--- config.mk ---
export PLATFORM = sky130hd
export DESIGN_NAME = mem_stage
export DESIGN_NICKNAME = d
export VERILOG_FILES = /design/src/rtl/mem_stage.sv
export SDC_FILE = /design/constraint.sdc
export NUM_CORES = 1
export LEC_CHECK = 0
export CAP_MARGIN = 40
export CELL_PAD_IN_SITES_DETAIL_PLACEMENT = 1
export CELL_PAD_IN_SITES_GLOBAL_PLACEMENT = 1
export CORE_AREA = 2 2 89 176
export CTS_CLUSTER_DIAMETER = 60
export DETAILED_ROUTE_END_ITERATION = 12
export DIE_AREA = 0 0 91 178
export DONT_BUFFER_PORTS = 1
export PLACE_DENSITY_LB_ADDON = 0.1
export SETUP_SLACK_MARGIN = 0.5
export SLEW_MARGIN = 15
export SYNTH_ARGS = -nofsm -noshare
export SYNTH_HDL_FRONTEND = slang
export SYNTH_SLANG_ARGS = --single-unit
export TNS_END_PERCENT = 50
--- constraint.sdc ---
create_clock -name clk -period 3.7 [get_ports clk]
set_input_delay 0.37 -clock clk [delete_from_list [all_inputs] [get_ports clk]]
set_output_delay 0.37 -clock clk [all_outputs]
set_load 0.02 [all_outputs]
--- src/rtl/mem_stage.sv ---
// MEM stage: turns an EX/MEM entry into a data-memory request/grant/response transaction and a registered MEM/WB entry.
// Latency 1 for non-memory ops; a memory op holds upstream through stall until grant (store) or rvalid (load), or until timeout.
module mem_stage #(
  parameter int TIMEOUT = 64,
  parameter int CW      = 7
) (
  input  logic        clk,
  input  logic        reset,
  input  logic        in_valid,
  input  logic [31:0] alu_result,
  input  logic [31:0] sd,
  input  logic        mem_read,
  input  logic        mem_write,
  input  logic [1:0]  mem_size,
  input  logic        mem_unsigned,
  input  logic [4:0]  rd,
  input  logic        reg_write,
  output logic        stall,
  output logic        dmem_req,
  output logic        dmem_we,
  output logic [31:0] dmem_addr,
  output logic [3:0]  dmem_be,
  output logic [31:0] dmem_wdata,
  input  logic        dmem_gnt,
  input  logic        dmem_rvalid,
  input  logic [31:0] dmem_rdata,
  output logic        wb_valid,
  output logic [31:0] wb_data,
  output logic [4:0]  wb_rd,
  output logic        wb_reg_write,
  output logic        mem_exc
);

  typedef enum logic [1:0] {IDLE, REQ, WAIT} state_t;

  state_t        state;
  logic [CW-1:0] cnt;
  logic [1:0]    lat_size;
  logic          lat_uns;
  logic [1:0]    lat_off;
  logic [4:0]    lat_rd;
  logic          lat_rw;

  logic        mem_op, illegal, misaligned, accept;
  logic        tmo, store_done, load_done, abort;
  logic [3:0]  be_calc;
  logic [31:0] wdata_calc, shifted, load_data;

  assign mem_op     = mem_read | mem_write;
  assign illegal    = (mem_read & mem_write) | (mem_size == 2'd3);
  assign misaligned = ((mem_size == 2'd1) & alu_result[0]) |
                      ((mem_size == 2'd2) & (alu_result[1:0] != 2'd0));
  assign accept     = (state == IDLE) & in_valid & mem_op & ~illegal & ~misaligned;

  assign tmo        = (cnt == CW'(TIMEOUT - 1));
  assign store_done = (state == REQ) & dmem_we & dmem_gnt;
  assign load_done  = (state == WAIT) & dmem_rvalid;
  // Completion wins over the timeout when both land on the last cycle.
  assign abort      = (state != IDLE) & tmo & ~store_done & ~load_done;

  always_comb begin
    stall = 1'b0;
    case (state)
      IDLE:    stall = accept;
      REQ:     stall = ~store_done & ~abort;
      WAIT:    stall = ~load_done & ~abort;
      default: stall = 1'b0;
    endcase
  end

  always_comb begin
    be_calc    = 4'b1111;
    wdata_calc = sd;
    case (mem_size)
      2'd0: begin
        be_calc    = 4'b0001 << alu_result[1:0];
        wdata_calc = {4{sd[7:0]}};
      end
      2'd1: begin
        be_calc    = 4'b0011 << alu_result[1:0];
        wdata_calc = {2{sd[15:0]}};
      end
      default: ;
    endcase
  end

  assign shifted = dmem_rdata >> {lat_off, 3'b000};

  always_comb begin
    load_data = shifted;
    case (lat_size)
      2'd0:    load_data = {{24{~lat_uns & shifted[7]}}, shifted[7:0]};
      2'd1:    load_data = {{16{~lat_uns & shifted[15]}}, shifted[15:0]};
      default: load_data = shifted;
    endcase
  end

  always_ff @(posedge clk or posedge reset) begin
    if (reset) begin
      state        <= IDLE;
      cnt          <= '0;
      lat_size     <= 2'd0;
      lat_uns      <= 1'b0;
      lat_off      <= 2'd0;
      lat_rd       <= 5'd0;
      lat_rw       <= 1'b0;
      dmem_req     <= 1'b0;
      dmem_we      <= 1'b0;
      dmem_addr    <= 32'd0;
      dmem_be      <= 4'd0;
      dmem_wdata   <= 32'd0;
      wb_valid     <= 1'b0;
      wb_data      <= 32'd0;
      wb_rd        <= 5'd0;
      wb_reg_write <= 1'b0;
      mem_exc      <= 1'b0;
    end else begin
      wb_valid <= 1'b0;
      mem_exc  <= 1'b0;
      case (state)
        IDLE: begin
          if (in_valid && !mem_op) begin
            wb_valid     <= 1'b1;
            wb_data      <= alu_result;
            wb_rd        <= rd;
            wb_reg_write <= reg_write;
          end else if (in_valid && (illegal || misaligned)) begin
            mem_exc <= 1'b1;
          end else if (accept) begin
            lat_size   <= mem_size;
            lat_uns    <= mem_unsigned;
            lat_off    <= alu_result[1:0];
            lat_rd     <= rd;
            lat_rw     <= reg_write;
            dmem_req   <= 1'b1;
            dmem_we    <= mem_write;
            dmem_addr  <= {alu_result[31:2], 2'b00};
            dmem_be    <= be_calc;
            dmem_wdata <= wdata_calc;
            cnt        <= '0;
            state      <= REQ;
          end
        end
        REQ: begin
          cnt <= cnt + 1'b1;
          if (abort) begin
            dmem_req <= 1'b0;
            mem_exc  <= 1'b1;
            state    <= IDLE;
          end else if (dmem_gnt) begin
            dmem_req <= 1'b0;
            if (dmem_we) begin
              wb_valid     <= 1'b1;
              wb_data      <= 32'd0;
              wb_rd        <= lat_rd;
              wb_reg_write <= 1'b0;
              state        <= IDLE;
            end else begin
              state <= WAIT;
            end
          end
        end
        WAIT: begin
          cnt <= cnt + 1'b1;
          if (load_done) begin
            wb_valid     <= 1'b1;
            wb_data      <= load_data;
            wb_rd        <= lat_rd;
            wb_reg_write <= lat_rw;
            state        <= IDLE;
          end else if (abort) begin
            mem_exc <= 1'b1;
            state   <= IDLE;
          end
        end
        default: state <= IDLE;
      endcase
    end
  end

endmodule
Word-level counts from Yosys, hierarchy flattened. Index checks and enable logic that the tools add are counted.

Flip-flop bits (word level): 128.

Shifts and indexed selects: 3. Equality and inequality tests: 17. Add/sub/neg operators: 1. Reductions and logical operators: 18. Bitwise logic cells: 28. Multiplexer cells: 52.

Operators by type and width (count): 32-bit 2-to-1 mux (5); 32-bit case mux with 2 select lines (2); 32-bit case mux with 3 select lines (1); 32-bit by 5-bit right shift with 32-bit output (1); 5-bit 2-to-1 mux (5); 7-bit 2-to-1 mux (3); 1-bit 2-to-1 mux (19); 1-bit bitwise AND (17); 2-bit 2-to-1 mux (8); 5-bit case mux with 3 select lines (1); 2-bit inequality test, second input constant (7); 7-bit case mux with 2 select lines (1); 1-bit case mux with 3 select lines (4); 5-bit AND reduction (2); 1-bit inverter (8); 4-bit case mux with 2 select lines (1); 4-bit AND reduction (2); 2-bit nonzero test (4); 7-bit by 1-bit adder with 7-bit output, second input constant (1); 7-bit by 6-bit == test with 1-bit output, second input constant (1); 2-bit by 1-bit == test with 1-bit output, second input constant (3); 2-bit == test, second input constant (3); 2-bit zero test (3); 3-bit inequality test, second input constant (2); other kinds (12) (15).

Logic depth before layout (Yosys ltp).
Depth in word-level cells: 9. Depth in mapped cells: 9. Depth with buffers taken out: 6.

Least setup slack after synthesis. No wires, ideal clock.

Path kind: flip-flop to output port. From: reg state[0]. To: out stall. Arrival: 1.995 ns. Cell stages (with the launch flop): 8. Data required time: 3.330 ns. Slack: 1.335 ns. Buffers on the path: 3. Cell sequence: dfrtp_1 -> inv_1 -> ha_1 -> clkbuf_1 -> o2111ai_2 -> buf_2 -> clkbuf_1 -> a21oi_1.

Longest elaborated chain between the ends: 9.

Ends and longest elaborated chain: start, declared (line 36) `state_t state;`; start signal, assigned (line 100) `state <= IDLE;`; start signal, assigned (line 141) `state <= REQ;`; start signal, assigned (line 149) `state <= IDLE;`; 2-bit by 1-bit == test with 1-bit output (line 56, 63); 1-bit bitwise AND (2 in a row) (line 56) `assign store_done = (state == REQ) & dmem_we & dmem_gnt;`; 1-bit inverter (line 59, 65); 1-bit bitwise AND (2 in a row) (line 59) `assign abort = (state != IDLE) & tmo & ~store_done & ~load_done;`; 1-bit inverter (line 65, 66); 1-bit bitwise AND, on equally long branches (line 66, 65); 1-bit case mux with 3 select lines (*) (line 63) `case (state)`; end, declared (line 18) `output logic stall,`.

Every way passes the cells marked *; elsewhere a longest branch is shown, timed or not.

Worst setup path after layout. Same ends and word-level chain as after synthesis.

==> results by group <==
Global route
  – First-pass GRT wire length: 29.2 mm
  – Total GRT Usage: 0.234
  – Vias in the first global route: 5125
  – Antenna violations before repair: 0
  – Gr ovfl total: 0
  – Pin count of the biggest net entering global routing: 86

Power
  – Leak: 2.98 nW
  – Power Dens Cells: 1030 nW/um2
  – VDD IR max: 566 uV

Yosys
  – Synth area leader: dfrtp_1
  – Syn_area_per_cell: 11.0 um2
  – Asr flop ratio synth: 1.00
  – Post-synth EDFFs: 0
  – Top cells by area, synth: dfrtp_1 (50%), mux2_2 (10%), mux2i_1 (5.8%)
  – Netlist cell types: 54
  – Top cell type's share of synthesized area: 0.503
  – Flops & latches, synth: 128
  – YS warnings: 0
  – Main synth FF type: dfrtp_1
  – Register area share after synthesis: 0.503
  – Mapped Area: 6360 um2
  – Post-Synthesis Cells: 580

Clock tree
  – Root Buffer: clkbuf_16
  – Max clock buf depth: 2
  – Setup Buffers After CTS: 0
  – Clock transition at path regs: 60 ps
  – CTS HTree Levels: 4
  – TritonCTS clock tree: built
  – Clock sinks: 128
  – Clock latency on the worst-skew pair: 420 ps
  – CTS buffer count: 17

Timing
  – Hold_ws: 101 ps
  – F_max: 367 MHz
  – Final Hold Fails: 0
  – Final Slew Violations: 0
  – Setup Viol. Count Final: 0
  – Final TNS setup: 0 ps
  – Tcrit/Tclk final: 0.737
  – Slew headroom: 0.457
  – Minimum clock period: 2730 ps
  – RSZ-0062 raised after global routing: false
  – Actual slew at the worst max-slew pin: 815 ps
  – Worst Skew: 9.06 ps

Detailed routing
  – Routed wire length: 19.0 mm
  – Drt initial violations: 227
  – Drt drc: 0
  – Wire length per cell: 24.6 um
  – Final ANT Viol Nets: 0
  – Vias per std cell: 6.12
  – 1st-pass router iterations: 4
  – Via count: 4732

Worst setup path
  – Critical setup path kind: reg -> out
  – Worst path cell trace: inv_1 -> ha_1 -> nor4bb_1 -> nand3_1 -> o2111ai_1 -> a21oi_1
  – Buf+Inv Stages, Crit Path: 1
  – Crit-path leading delay family: simple AND/OR/NAND/NOR gates
  – Slowest cell on crit path: nor4bb_1
  – Critical path peak fanout: 10
  – CP Capture Type: output port
  – Crit-path max cell delay: 600 ps
  – Data required, critical path: 3330 ps
  – CP arrival: 2360 ps
  – Crit path launch type: flop

Placement
  – Post-DP HPWL: 14.1 mm
  – Routability congestion estimate: 0.790
  – IO buf count: 0

Final layout
  – Commonest non-fill, non-tap cell in the layout: dfrtp_1
  – Antenna cells: 0
  – Reg area: 3200 um2
  – Fin nets: 683
  – Most frequent cells in the layout: dfrtp_1 (128), nor2_1 (60), mux2_2 (57)
  – Fillers: 1628
  – Area delta synth->final: 12.4%
  – Share of cells above drive strength 1: 0.202
  – Area of the multi-input gates: 2930 um2

Floorplanning
  – Die width: 91 um
  – Die area: 16200 um2
  – Core Area: 14800 um2
  – Initial core utilization: 0.429
  – Row cnt: 63
  – Chip Height: 178 um
  – I/O pin count: 223

Hold path
  – Hold Path Class: in -> reg

Flow run
  – Max_cap viols: 0

Outcome
  – Status: completed
==> per-stage QoR <==
step	cell area [um2]	power (W)	instances	util	worst slack (ps)
after floorplan	6370	0.00504	581	-	1340
after global placement	6500	0.00557	739	0.439	1120
after detailed placement	6530	0.00570	741	0.441	968
after CTS	7150	0.00747	773	0.483	960
after global routing	7150	0.00783	773	0.483	767
final	7150	0.00738	773	0.483	972
==> final cells by class <==
| type | count | share of cell area |
|---|---|---|
| flip-flops and latches | 128 | 0.448 |
| well taps | 195 | 0.0341 |
| multi-input cells | 396 | 0.409 |
| repair buffers | 13 | 0.0175 |
| inverters | 10 | 0.00577 |
| clock inverters | 11 | 0.0229 |
| clock buffers | 20 | 0.0625 |
==> cells in the mapped netlist, types with 2 or more instances <==
master	number
a31oi_1	3
nand2b_1	2
mux2i_1	37
buf_6	2
buf_1	6
mux2_2	57
a32oi_1	7
nand4_1	2
clkbuf_1	27
nor2_1	60
a21oi_1	26
buf_2	10
buf_4	2
a21o_1	2
a32o_1	2
o2111ai_2	2
a2bb2oi_1	2
o211ai_1	9
o21ai_0	42
mux4_2	8
nand3b_1	10
ha_1	5
nor2b_1	2
or2_2	3
inv_1	10
nand3_1	12
o2111ai_1	2
dfrtp_1	128
nand2_1	41
a221oi_1	24
o221ai_1	4
o21ai_1	9
==> cells by family (layout without fill, tap and decap cells) <==
group,count (synthesis),in the layout,synth area share
AOI/OAI and AO/OA,144,144,0.156
xor gates and xnor gates,1,1,0.00138
adders and majority gates,5,5,0.00983
buffers and inverters,57,54,0.0391
DFF,128,128,0.503
muxes,102,102,0.187
other,1,2,0.000589
and+or+nand+nor,142,142,0.103
==> metal layers <==
layer	part of all wire	vias up	global-route usage
met5	0	-	0
met2	0.56	192	0.439
li1	-	2105	-
met4	0.020	0	0.0890
met1	0.34	2411	0.238
met3	0.076	24	0.0769
==> final timing paths <==
kind,startpoint,to,slack [ps],depth (start not counted)
worst max-delay path,state[0]$_DFFE_PP0P_,stall,970,6
worst min-delay path,alu_result[23],dmem_addr[23]$_DFFE_PP0P_,100,1
worst max register to register,state[1]$_DFFE_PP0P_,wb_data[22]$_DFFE_PP0P_,990,7
worst min register to register,lat_rd[2]$_DFFE_PP0P_,lat_rd[2]$_DFFE_PP0P_,510,1
max in group asynchronous,reset,dmem_addr[13]$_DFFE_PP0P_,2520,3
min in group asynchronous,reset,dmem_addr[31]$_DFFE_PP0P_,410,2
==> registers in the layout, indices dropped and copies added, names as in the netlist <==
name,flops
cnt,7
dmem_addr,30
dmem_be,4
dmem_req,1
dmem_wdata,32
dmem_we,1
lat_off,2
lat_rd,5
lat_rw,1
lat_size,2
lat_uns,1
mem_exc,1
state,2
wb_data,32
wb_rd,5
wb_reg_write,1
wb_valid,1
==> what timing repair did <==
action | 4_1_cts | 5_1_grt
hold buffers | 1 | 0
gates resized for setup | 0 | 0
hold endpoints to repair | 9 | 0
==> where the power goes <==
part / total (W) / switching [W] / internal [W]
Sequential: 0.00339 / 0.00129 / 0.00210
Combinational: 0.00225 / 0.00129 / 0.000967
Clock: 0.00174 / 0.000602 / 0.00114
Power figures use the tool's default switching activity.
